`src/rtl/tmds_channel_decoder.sv`:
```
// rtl/tmds_channel_decoder.sv - TMDS receive channel: bitslip word alignment on control tokens, then 10b->8b decode.
module tmds_channel_decoder #(
    parameter int TOKEN_COUNT    = 64,
    parameter int SEARCH_TIMEOUT = 4096,
    parameter int SLIP_WAIT      = 8
) (
    input  logic       clk_pixel,
    input  logic       rst,
    input  logic [9:0] raw_word,
    output logic       bitslip,
    output logic       aligned,
    output logic [3:0] slip_cnt,
    output logic       de,
    output logic [1:0] ctrl,
    output logic [7:0] data
);

    typedef enum logic [1:0] {
        SEARCH = 2'd0,
        SLIP   = 2'd1,
        WAIT   = 2'd2,
        LOCKED = 2'd3
    } state_t;

    localparam logic [16:0] TOKEN_LIM   = 17'(TOKEN_COUNT);
    localparam logic [16:0] TIMEOUT_LIM = 17'(SEARCH_TIMEOUT);
    localparam logic [16:0] WAIT_LIM    = 17'(SLIP_WAIT);

    // {valid, ctrl} for the four DVI control tokens
    function automatic logic [2:0] token_decode(input logic [9:0] w);
        logic [2:0] r;
        case (w)
            10'b1101010100: r = 3'b100;
            10'b0010101011: r = 3'b101;
            10'b0101010100: r = 3'b110;
            10'b1010101011: r = 3'b111;
            default:        r = 3'b000;
        endcase
        return r;
    endfunction

    function automatic logic [7:0] tmds_decode(input logic [9:0] w);
        logic [7:0] d;
        logic [7:0] q;
        d    = w[9] ? ~w[7:0] : w[7:0];
        q[0] = d[0];
        for (int i = 1; i < 8; i++) begin
            q[i] = w[8] ? (d[i] ^ d[i-1]) : ~(d[i] ^ d[i-1]);
        end
        return q;
    endfunction

    state_t      state, state_nx;
    logic [15:0] run, run_nx;
    logic [15:0] timer, timer_nx;
    logic [15:0] gap, gap_nx;
    logic [15:0] wait_cnt, wait_nx;
    logic [3:0]  slip_nx;
    logic [16:0] run_inc, timer_inc, gap_inc, wait_inc;
    logic [2:0]  raw_tok_info;
    logic        raw_tok;

    assign raw_tok_info = token_decode(raw_word);
    assign raw_tok      = raw_tok_info[2];
    assign run_inc      = {1'b0, run} + 17'd1;
    assign timer_inc    = {1'b0, timer} + 17'd1;
    assign gap_inc      = {1'b0, gap} + 17'd1;
    assign wait_inc     = {1'b0, wait_cnt} + 17'd1;

    always_comb begin
        state_nx = state;
        run_nx   = run;
        timer_nx = timer;
        gap_nx   = gap;
        wait_nx  = wait_cnt;
        slip_nx  = slip_cnt;
        case (state)
            SEARCH: begin
                timer_nx = timer_inc[15:0];
                run_nx   = raw_tok ? run_inc[15:0] : 16'd0;
                // a completed token run wins over a simultaneous timeout
                if (raw_tok && run_inc >= TOKEN_LIM) begin
                    state_nx = LOCKED;
                    run_nx   = 16'd0;
                    timer_nx = 16'd0;
                    gap_nx   = 16'd0;
                end else if (timer_inc >= TIMEOUT_LIM) begin
                    state_nx = SLIP;
                    run_nx   = 16'd0;
                    timer_nx = 16'd0;
                    slip_nx  = (slip_cnt == 4'd9) ? 4'd0 : slip_cnt + 4'd1;
                end
            end
            SLIP: begin
                state_nx = WAIT;
                wait_nx  = 16'd0;
            end
            WAIT: begin
                wait_nx = wait_inc[15:0];
                if (wait_inc >= WAIT_LIM) begin
                    state_nx = SEARCH;
                    wait_nx  = 16'd0;
                    run_nx   = 16'd0;
                    timer_nx = 16'd0;
                end
            end
            LOCKED: begin
                gap_nx = raw_tok ? 16'd0 : gap_inc[15:0];
                if (!raw_tok && gap_inc >= TIMEOUT_LIM) begin
                    state_nx = SEARCH;
                    gap_nx   = 16'd0;
                    run_nx   = 16'd0;
                    timer_nx = 16'd0;
                end
            end
            default: state_nx = SEARCH;
        endcase
    end

    always_ff @(posedge clk_pixel) begin
        if (rst) begin
            state    <= SEARCH;
            run      <= 16'd0;
            timer    <= 16'd0;
            gap      <= 16'd0;
            wait_cnt <= 16'd0;
            slip_cnt <= 4'd0;
        end else begin
            state    <= state_nx;
            run      <= run_nx;
            timer    <= timer_nx;
            gap      <= gap_nx;
            wait_cnt <= wait_nx;
            slip_cnt <= slip_nx;
        end
    end

    assign bitslip = (state == SLIP);
    assign aligned = (state == LOCKED);

    // two word registers ahead of the decode register give the fixed 2-edge latency
    logic [9:0] word_d1, word_d2;
    logic [2:0] pipe_tok_info;
    logic       de_q;
    logic [1:0] ctrl_q;
    logic [7:0] data_q;

    assign pipe_tok_info = token_decode(word_d2);

    always_ff @(posedge clk_pixel) begin
        if (rst) begin
            word_d1 <= 10'd0;
            word_d2 <= 10'd0;
            de_q    <= 1'b0;
            ctrl_q  <= 2'd0;
            data_q  <= 8'd0;
        end else begin
            word_d1 <= raw_word;
            word_d2 <= word_d1;
            if (pipe_tok_info[2]) begin
                de_q   <= 1'b0;
                ctrl_q <= pipe_tok_info[1:0];
                data_q <= 8'd0;
            end else begin
                de_q   <= 1'b1;
                data_q <= tmds_decode(word_d2);
            end
        end
    end

    assign de   = aligned & de_q;
    assign ctrl = aligned ? ctrl_q : 2'd0;
    assign data = aligned ? data_q : 8'd0;

endmodule

```
`config.mk`:
```
export PLATFORM = sky130hd
export DESIGN_NAME = tmds_channel_decoder
export DESIGN_NICKNAME = d
export VERILOG_FILES = /design/src/rtl/tmds_channel_decoder.sv
export SDC_FILE = /design/constraint.sdc
export NUM_CORES = 1
export LEC_CHECK = 0
export CAP_MARGIN = 20
export CELL_PAD_IN_SITES_DETAIL_PLACEMENT = 1
export CELL_PAD_IN_SITES_GLOBAL_PLACEMENT = 1
export CORE_MARGIN = 1.5
export CORE_UTILIZATION = 46
export DETAILED_ROUTE_END_ITERATION = 8
export MAX_ROUTING_LAYER = met4
export PLACE_DENSITY_LB_ADDON = 0.12
export SYNTH_ARGS = -nofsm -noshare
export SYNTH_HDL_FRONTEND = slang
export SYNTH_SLANG_ARGS = --single-unit
```
`constraint.sdc`:
```
create_clock -name clk_pixel -period 3.1 [get_ports clk_pixel]
set_input_delay 0.465 -clock clk_pixel [delete_from_list [all_inputs] [get_ports clk_pixel]]
set_output_delay 0.465 -clock clk_pixel [all_outputs]
set_load 0.02 [all_outputs]
```
Yosys cells after proc, flatten, opt, wreduce, memory -nomap -nowiden
Cells that the tools add are included.
{"block": "totals", "output_inout_bits": 17, "input_bits": 12, "regBits": 101}
{"block": "op_classes", "n_eq_ne": 16, "magnitude_cmp": 4, "bitwise": 17, "add_sub_neg": 5, "n_mux": 34, "reduce_logical": 12}
{"op": "$mux W16", "count": 11}
{"op": "$pmux W16 S3", "count": 2}
{"op": "$add A16 B1 Y17 const B", "count": 4}
{"op": "$pmux W16 S2", "count": 2}
{"op": "$eq A10 B10 Y1 const B", "count": 4}
{"op": "$ge A17 B13 Y1 const B", "count": 2}
{"op": "$pmux W3 S4", "count": 2}
{"op": "$eq A10 B8 Y1 const B", "count": 2}
{"op": "$eq A10 B9 Y1 const B", "count": 2}
{"op": "$ge A17 B4 Y1 const B", "count": 1}
{"op": "$ge A17 B7 Y1 const B", "count": 1}
{"op": "$mux W8", "count": 2}
{"op": "$mux W2", "count": 5}
{"op": "$reduce_and A3 Y1", "count": 3}
{"op": "$mux W1", "count": 8}
{"op": "$not A1 Y1", "count": 8}
{"op": "$not A8 Y8", "count": 1}
{"op": "$pmux W2 S4", "count": 1}
{"op": "$xor A1 B1 Y1", "count": 7}
{"op": "$add A4 B1 Y4 const B", "count": 1}
{"op": "$eq A2 B2 Y1 const B", "count": 2}
{"op": "$eq A4 B4 Y1 const B", "count": 1}
{"op": "$mux W4", "count": 1}
{"op": "$ne A2 B2 Y1 const B", "count": 2}
{"op": "11 further kinds", "count": 13}

Logic depth before layout (Yosys ltp)
{"block": "depth", "word_depth": 6, "mapped_depth": 11, "depth_no_buf": 8}

Least setup slack after synthesis
OpenSTA, ideal clock, no wires.
{"block": "synth_timing", "path_type": "register -> register", "start": "register wait_cnt[0]", "end": "register run[8]", "synth_period_minus_slack_ps": 2541, "setup_ps": 59, "slack_ps": 559, "required_time_ps": 3041, "n_path_buf": 3, "t_arrival_ps": 2482, "stages_incl_launch_ff": 12, "cell_sequence": "dfxtp_1 -> ha_1 -> clkbuf_1 -> nand2_1 -> nor4_1 -> or4_1 -> a2111oi_2 -> a211oi_1 -> buf_2 -> nor2_2 -> clkbuf_1 -> and2_1"}
{"block": "synth_between", "elab_chain_cells": 4}
{"element": "start, declared", "line": "57", "rtl": "logic [15:0] wait_cnt, wait_nx;"}
{"element": "start signal, assigned", "line": "133", "rtl": "wait_cnt <= wait_nx;"}
{"element": "$add A16 B1 Y17", "line": "68", "rtl": "assign wait_inc = {1'b0, wait_cnt} + 17'd1;"}
{"element": "$ge A17 B4 Y1", "line": "100", "rtl": "if (wait_inc >= WAIT_LIM) begin"}
{"element": "$ne A2 B2 Y1 (no line)"}
{"element": "$reduce_and A3 Y1 (no line)"}
{"element": "end signal, assigned", "line": "130", "rtl": "run <= run_nx;"}
{"element": "end, declared", "line": "54", "rtl": "logic [15:0] run, run_nx;"}
No other way between the ends.
A chain may end at the register's enable or synchronous reset.

Worst setup path after layout
{"block": "layout_timing", "start": "register run[0]", "end": "register slip_cnt[3]"}
{"block": "layout_between", "elab_chain_cells": 5}
{"element": "$add A16 B1 Y17", "line": "65", "rtl": "assign run_inc = {1'b0, run} + 17'd1;"}
{"element": "$ge A17 B7 Y1", "line": "82", "rtl": "if (raw_tok && run_inc >= TOKEN_LIM) begin"}
{"element": "$logic_and A1 B1 Y1", "line": "82"}
{"element": "$not A1 Y1 (no line)"}
{"element": "$reduce_and A3 Y1 (no line)"}
{"element": "end signal, assigned", "line": "134", "rtl": "slip_cnt <= slip_nx;"}
{"element": "end, declared", "line": "12", "rtl": "output logic [3:0] slip_cnt,"}
No other way between the ends.

==> results.toml <==
[drt]
viasPerCell = 5.67
wire_per_inst_um = 15.4
vias = 4034
drt_pass1_iterations = 4
drc_errors = 0
drtIter0Drc = 150
ant_nets = 0
wirelength_um = 11000

[clock_network]
cts_tree = "built"
cts_setup_buffers = 0
ctsResizeCount = 0
clk_latency_ns = 0.39
hold_buffers = 0
cts_max_level = 3
numCtsBuffers = 9
clkSlewWorstSetupHoldPaths_ns = 0.09
cts_root_buffer = "clkbuf_8"
cts_sinks = 101
clk_path_buf_depth = 2

[yosys]
ys_async_sr_fraction = 0
synth_cells = 546
yosysWarnings = 0
synth.area.top_cells = "dfxtp_1 41%, and2_1 5.0%, ha_1 4.3%"
yosys.area_share.adder = 0.0434
synth_most_common_cell = "dfxtp_1"
synthSimpleGateAreaFrac = 0.306
yosysTopAreaCell = "dfxtp_1"
synth_area_per_cell_um2 = 8.98
synth_top_area_share = 0.413
synth-xor-area-share = 0.0322
synth-edff-count = 0
synth_seq_cells = 101
synth_flop_cell = "dfxtp_1"
synth_nets = 575
synth_top_family_by_area = "simple AND/OR/NAND/NOR gates"
synthMuxAreaShare = 0.0146
synth_compound_area_frac = 0.149
ys_top_cells_by_count = "101 x dfxtp_1, 39 x and2_1, 37 x nand2_1"
synth-seq-area-share = 0.413
netlist_area_mm2 = 0.00490
ys_types = 68

[timing]
finalClockSkew_ns = 0.0168
fmax_mhz = 355
grt_setup_unrepaired = "false"
hold_viol_final = 0
slew_headroom = 0.491
timing.setup.tns_ns = 0
fin_crit_ns = 2.82
worst_pin_slew_ns = 0.764
maxSlewViolCount = 0
setup_viol = 0
period_share = 0.910

[final_layout]
final_layout_size_suffix_gt1_frac = 0.0800
postLayoutCellArea_mm2 = 0.00557
fin_cells = 711
antenna_cells = 0
nets = 599
syn2layout_area_growth_pct = 13.6

[grt]
track_usage = 0.210
antenna_found_initial = 0
grt_pass1_vias = 4008
grt_max_degree = 74
grt_pass1_wl_um = 18600
grt_overflow = 0

[worst_hold_path]
hp-class = "flop to flop"
hold_path_depth = 1

[critical_path]
worstSetupPathDepth = 8
cp_top_family = "simple AND/OR/NAND/NOR gates"
crit_path_start_kind = "flop"
cpPeakStageDelay_ns = 0.50
critPathArrivalTime_ns = 3.14
worstPathMaxFanout = 16
crit_chain = "nand4_1 -> nor4_1 -> mux2i_1 -> o2111ai_1 -> o21a_1 -> buf_12 -> or4_1 -> a31oi_1"
worstPathRequired_ns = 3.42
cp_slowest_cell = "or4_1"
reg2reg_depth = 8
crit_type = "flop to flop"
endpoint_kind = "flop"
path_buf_inv = 1

[floorplan]
core_area_mm2 = 0.0103
rows = 37
num_io_pins = 29
dieWidth_um = 106
initial_core_util = 0.475
die-area_mm2 = 0.0113
die_y_um = 106

[placed_design]
dpl.hpwl_um = 7580
dp.cells = 695
io_buffers = 28
gp_congestion = 0.856
placed_cell_area_mm2 = 0.00533

[pwr]
power.switching_uw = 523
p_int_uw = 1860
peakVddDrop_v = 0.000326
p_per_area_mw_per_mm2 = 429
power_frac_seq = 0.560
power_frac_clock = 0.405
p_comb_frac = 0.035
p_leak_uw = 0.00191
power_switching_share = 0.219

[run]
maxCapViolations = 0

[run_status]
status = "finished, final reports clean"
cell type report:
cell class              instances  area (um2)
repair buffers                 37         368
multi-input cells             397        2680
flip-flops and latches        101        2020
clock buffers                  11         151
inverters                      24        90.1
clock inverters                 5        81.3
well taps                     136         170
fillers                      1203        4760
placed cells by master, fill, tap and decap left out, drive strengths merged, types with 4 or more instances in the layout:
cell,Yosys,layout
xnor2,17,17
or4,6,6
buf,11,10
and3,5,5
o32ai,7,7
a211oi,5,5
a21boi,4,4
nor4,7,7
o21ai,23,23
or3,7,7
a21oi,17,17
o31ai,4,4
nand4b,4,4
mux2i,6,6
inv,24,25
nand4,20,20
clkdlybuf4s50,0,27
nand3b,4,4
a31oi,8,8
nand3,25,25
nor2b,22,22
clkbuf,13,11
nor3,22,22
nand2b,5,5
ha,17,17
nor3b,10,10
a311oi,11,11
dfxtp,101,101
nor2,25,25
nand2,37,37
a21o,4,4
and2,40,40
through the flow:
| stage | total power (uW) | worst slack [ns] | utilization | hold WS [ns] |
|---|---|---|---|---|
| global route | 2480 | 0.0567 | 0.539 | 0.460 |
| CTS | 2410 | 0.246 | 0.539 | 0.450 |
| detailed placement | 1450 | 0.268 | 0.517 | 0.429 |
| global placement | 1450 | 0.359 | 0.517 | 0.419 |
| finish | 2390 | 0.279 | 0.539 | 0.441 |
| floorplan | 1420 | 0.559 | - | 0.414 |
cell families (layout without fill, tap and decap cells):
| family | count (synthesis) | count (layout) |
|---|---|---|
| and+or+nand+nor | 252 | 252 |
| AOI/OAI and AO/OA | 103 | 103 |
| DFF | 101 | 101 |
| buffers and inverters | 48 | 77 |
| xor gates and xnor gates | 18 | 18 |
| adders and majority gates | 17 | 17 |
| muxes | 7 | 7 |
worst register-to-register path: cells and delay by family (launching register included):
kind            cells  cell delay, ns
simple gates        3            1.20
flops               1            0.41
buf+inv             1            0.16
compound gates      3            0.75
mux                 1            0.25
final timing paths:
| kind | start | end | slack, ns |
|---|---|---|---|
| max | run[0] | slip_cnt[3] | 0.28 |
| min | word_d1[8] | word_d2[8] | 0.44 |
| min reg2reg | word_d1[8] | word_d2[8] | 0.44 |
| max reg2reg | run[0] | slip_cnt[3] | 0.28 |
power by group through the flow:
stage,clock (uW),sequential (uW),combinational [uW]
final,965,1340,84.3
after global routing,1040,1340,95.3
after CTS,992,1340,85.9
after detailed placement,0,1370,84.6
after global placement,0,1360,81.7
after floorplan,0,1360,60.5
flip-flops by register name, summed over array words and instances, names as in the netlist, 4 cells and up:
| name | count |
|---|---|
| word_d2 | 10 |
| run | 16 |
| word_d1 | 10 |
| timer | 16 |
| wait_cnt | 16 |
| gap | 16 |
| slip_cnt | 4 |
| data_q | 8 |
per-layer routing:
metal | track usage | vias up | share of wire
met5 | - | - | 0
met4 | 0.0792 | 0 | 0.021
met3 | 0.0497 | 16 | 0.023
met2 | 0.354 | 38 | 0.50
met1 | 0.242 | 1960 | 0.45
li1 | - | 2020 | -
(Power assumes the default switching activity.)
==> edit 1: new RTL, same settings <==
Encoding of `state_t`: now one-hot (4 bits for 4 states).
--- a/src/rtl/tmds_channel_decoder.sv
+++ b/src/rtl/tmds_channel_decoder.sv
@@ -15,11 +15,11 @@
     output logic [7:0] data
 );
 
-    typedef enum logic [1:0] {
-        SEARCH = 2'd0,
-        SLIP   = 2'd1,
-        WAIT   = 2'd2,
-        LOCKED = 2'd3
+    typedef enum logic [3:0] {
+        SEARCH = 4'b0001,
+        SLIP   = 4'b0010,
+        WAIT   = 4'b0100,
+        LOCKED = 4'b1000
     } state_t;
 
     localparam logic [16:0] TOKEN_LIM   = 17'(TOKEN_COUNT);
Behaviour: same outputs for any inputs over 10 cycles, from zero or initial values and one cycle with rst high; not proved beyond that.
==> edit 1 against the unedited design <==
Critical path depth unchanged. Synthesized area increased by 5.4%. Cell area increased by 4.5%. Clock power increased by 13%. Largest cell class unchanged. Die area increased by 5.3%. Largest power group unchanged. Sequential cell count increased by 2. Wire length increased by 12%. Utilization decreased by 0.50 points. Total power increased by 6.4%. Worst setup slack got worse by 0.032 ns. Via count increased by 7.4%.
==> edit 1: results (changes against the unedited design) <==
status finished, final reports clean (unchanged); DR WL/cell 16.0 um (was 15.4 um); Final GP Congestion 0.860 (was 0.856); Syn Area/Cell 8.71 um2 (was 8.98 um2); VDD IR max 442 uV (was 326 uV); DR vias 4,334 (was 4,034); post-DP HPWL 8.93 mm (was 7.58 mm); Seq/Total Area, Yosys 39.9% (was 41.3%); largest cells by area after synthesis dfxtp_1 40%, nor2_1 4.4%, nand3_1 3.6% (was dfxtp_1 41%, and2_1 5.0%, ha_1 4.3%); cell-internal power 0.00201 W (was 0.00186 W); Commonest cells post-synth 103 x dfxtp_1, 60 x nor2_1, 41 x inv_1 (was 101 x dfxtp_1, 39 x and2_1, 37 x nand2_1); Static Leakage 1.96 nW (was 1.91 nW); Max-slew headroom 59.3% (was 49.1%); Netlist cell types 70 (was 68); post-synthesis async set-or-reset flop share 0% (unchanged); crit-path leading delay family compound AO/OA/AOI/OAI gates (was simple AND/OR/NAND/NOR gates); total track usage 23.0% (was 21.0%); Synthesized Nets 618 (was 575); dpl cells 747 (was 695); largest net degree at the start of global routing 38 (was 74); vias per cell 5.68 (was 5.67); first-pass GRT wire length 20.8 mm (was 18.6 mm); CTS resizes 0 (unchanged); layout cells sized above 1 9.95% (was 8.00%); Post-Synth XOR/XNOR Area 3.56% (was 3.22%); Filler cells 1,302 (was 1,203); worst-path fanout max 12 (was 16); vias in the first global route 4,444 (was 4,008); max incr delay on CP 0.53 ns (was 0.50 ns); clk_skew 0.00842 ns (was 0.0168 ns); crit path DAT 3.13 ns (was 3.14 ns); post-synthesis mux area share 0.799% (was 1.46%); nets 643 (was 599); Synth Area in Compound Gates 16.2% (was 14.9%); Post-Synth Adder-Cell Area 3.15% (was 4.34%); initial drt markers 142 (was 150); # diodes 0 (unchanged)
-- edit 1: cell count changes in the layout (fill, tap and decap cells not counted), sizes merged, moves of 8 or more --
cell and change:
and2 -17, inv +16, nand2 -8, nand3 +16
nor2 +37, o211ai +11
-- edit 1: layout make-up --
class / instances / share of cell area [%]
Tap cell: 140 / 3.01
Timing Repair Buffer: 41 / 6.41
Inverter: 41 / 2.65
Multi-Input combinational cell: 422 / 48.0
Sequential cell: 103 / 35.5
Clock buffer: 10 / 2.19
Clock inverter: 6 / 2.28
-- edit 1: routing by layer --
layer	up-vias	global-route usage [%]	wire (um)
met4	0	6.95	163
met2	41	40.7	6330
met5	-	-	0
met3	14	5.44	298
li1	2161	-	-
met1	2118	25.4	5450
-- edit 1: metrics by stage --
| stage | hold slack [ns] | cell area (um2) | power [W] | setup slack [ns] | util [%] |
|---|---|---|---|---|---|
| floorplan | 0.414 | 5170 | 0.00145 | 0.826 | - |
| global placement | 0.421 | 5560 | 0.00148 | 0.321 | 51.0 |
| detailed placement | 0.424 | 5560 | 0.00148 | 0.173 | 51.0 |
| CTS | 0.440 | 5820 | 0.00257 | 0.249 | 53.4 |
| global route | 0.462 | 5820 | 0.00263 | 0.0524 | 53.4 |
| finish | 0.443 | 5820 | 0.00254 | 0.248 | 53.4 |
-- edit 1: logic make-up after synthesis --
logic type,Yosys count
AOI/OAI and AO/OA,112
xor gates and xnor gates,21
adders and majority gates,13
buffers and inverters,68
DFF,103
muxes,4
and+or+nand+nor,272
-- edit 1: final timing paths --
check	from	to	slack, ns	depth (start not counted)
min	word_d1[7]	word_d2[7]	0.44	1
max reg2reg	wait_cnt[0]	run[7]	0.25	8
max	wait_cnt[0]	run[7]	0.25	8
min reg2reg	word_d1[7]	word_d2[7]	0.44	1
==> edit 2: new RTL, same flow settings <==
Without the edit above. The parameter `TOKEN_COUNT` goes from 64 to 32.
--- a/src/rtl/tmds_channel_decoder.sv
+++ b/src/rtl/tmds_channel_decoder.sv
@@ -1,6 +1,6 @@
 // rtl/tmds_channel_decoder.sv - TMDS receive channel: bitslip word alignment on control tokens, then 10b->8b decode.
 module tmds_channel_decoder #(
-    parameter int TOKEN_COUNT    = 64,
+    parameter int TOKEN_COUNT    = 32,
     parameter int SEARCH_TIMEOUT = 4096,
     parameter int SLIP_WAIT      = 8
 ) (
Behaviour: no difference found for any inputs over 10 cycles, from zero or initial values and one cycle with rst high; that may be too few to reach the edited logic, so the function may still have changed.
==> edit 2 against the unedited design <==
Cell area shrank 4.5%. Hold slack is essentially flat. Wire length shrank 4.0%. Sequential cell count is the same. Die area shrank 3.1%. Worst setup slack gained 0.078 ns. Synthesized area shrank 3.2%. Total power shrank 10%. Largest cell class unchanged. Highest routed layer unchanged.
==> edit 2: results (changes against the unedited design) <==
slowest stage cell, crit path dfxtp_1 (was or4_1); M1 WL 4.78 mm (was 4.94 mm); Max-slew headroom 60.2% (was 49.1%); total track usage 21.6% (was 21.0%); largest net degree at the start of global routing 66 (was 74); slack of the worst reg-to-reg path 0.36 ns (was 0.28 ns); clock network area share 2.99% (was 4.18%); Worst Hold End word_d2[7] (was word_d2[8]); comb_multi_in 378 (was 397); Cells after Synth 531 (was 546); Syn Area/Cell 8.94 um2 (was 8.98 um2); sequential share of cell area 38.0% (was 36.3%); status finished, final reports clean (unchanged); layout cells sized above 1 5.51% (was 8.00%); Seq/Total Area, Yosys 42.6% (was 41.3%); Buffers excl. clock 34 (was 37); worst-case hold slack 0.441 ns (about the same); DR WL/cell 15.1 um (was 15.4 um); First-pass DRT Iterations 5 (was 4); clk_skew 0.0101 ns (was 0.0168 ns); area delta synth->final 12.0% (was 13.6%); crit path DAT 3.06 ns (was 3.14 ns); nets 587 (was 599); vias per cell 5.55 (was 5.67); non-clk buf share 6.03% (was 6.61%); post-DP HPWL 7.81 mm (was 7.58 mm); initial drt markers 109 (was 150); Worst Hold Launch word_d1[7] (was word_d1[8]); met1 usage 24.6% (was 24.2%); Static Leakage 1.93 nW (was 1.91 nW); multi-input combinational area share 47.4% (was 48.2%)
[edit 2: changes by cell type in the layout (fill, tap and decap cells not counted), sizes merged, moves of 5 or more]
cell    unedited run  this run
nor3b             10         3
inv               25        34
nor2              25        36
a21oi             17        27
o32ai              7        12
o21ai             23        10
nand4             20        15
or3                7        19
nand2             37        26
a311oi            11         0
nor3              22         7
[edit 2: worst max path at each step]
stage                     cells past startpoint        to  slack (ns)      from
after global placement                        8    gap[9]        0.30    run[0]
after floorplan                               9  timer[3]        0.79    run[0]
after detailed placement                      8    gap[9]        0.18    run[0]
after global routing                          9  timer[3]        0.12  timer[0]
final                                         9  timer[0]        0.36    gap[0]
after CTS                                     8    gap[9]        0.17    run[0]
[edit 2: report_power, final]
part	internal (W)	switching (W)	leakage, nW
clock	0.000287	0.000437	0.0829
sequential	0.00132	0.0000137	0.821
combinational	0.0000419	0.0000424	1.03
total	0.00165	0.000493	1.93
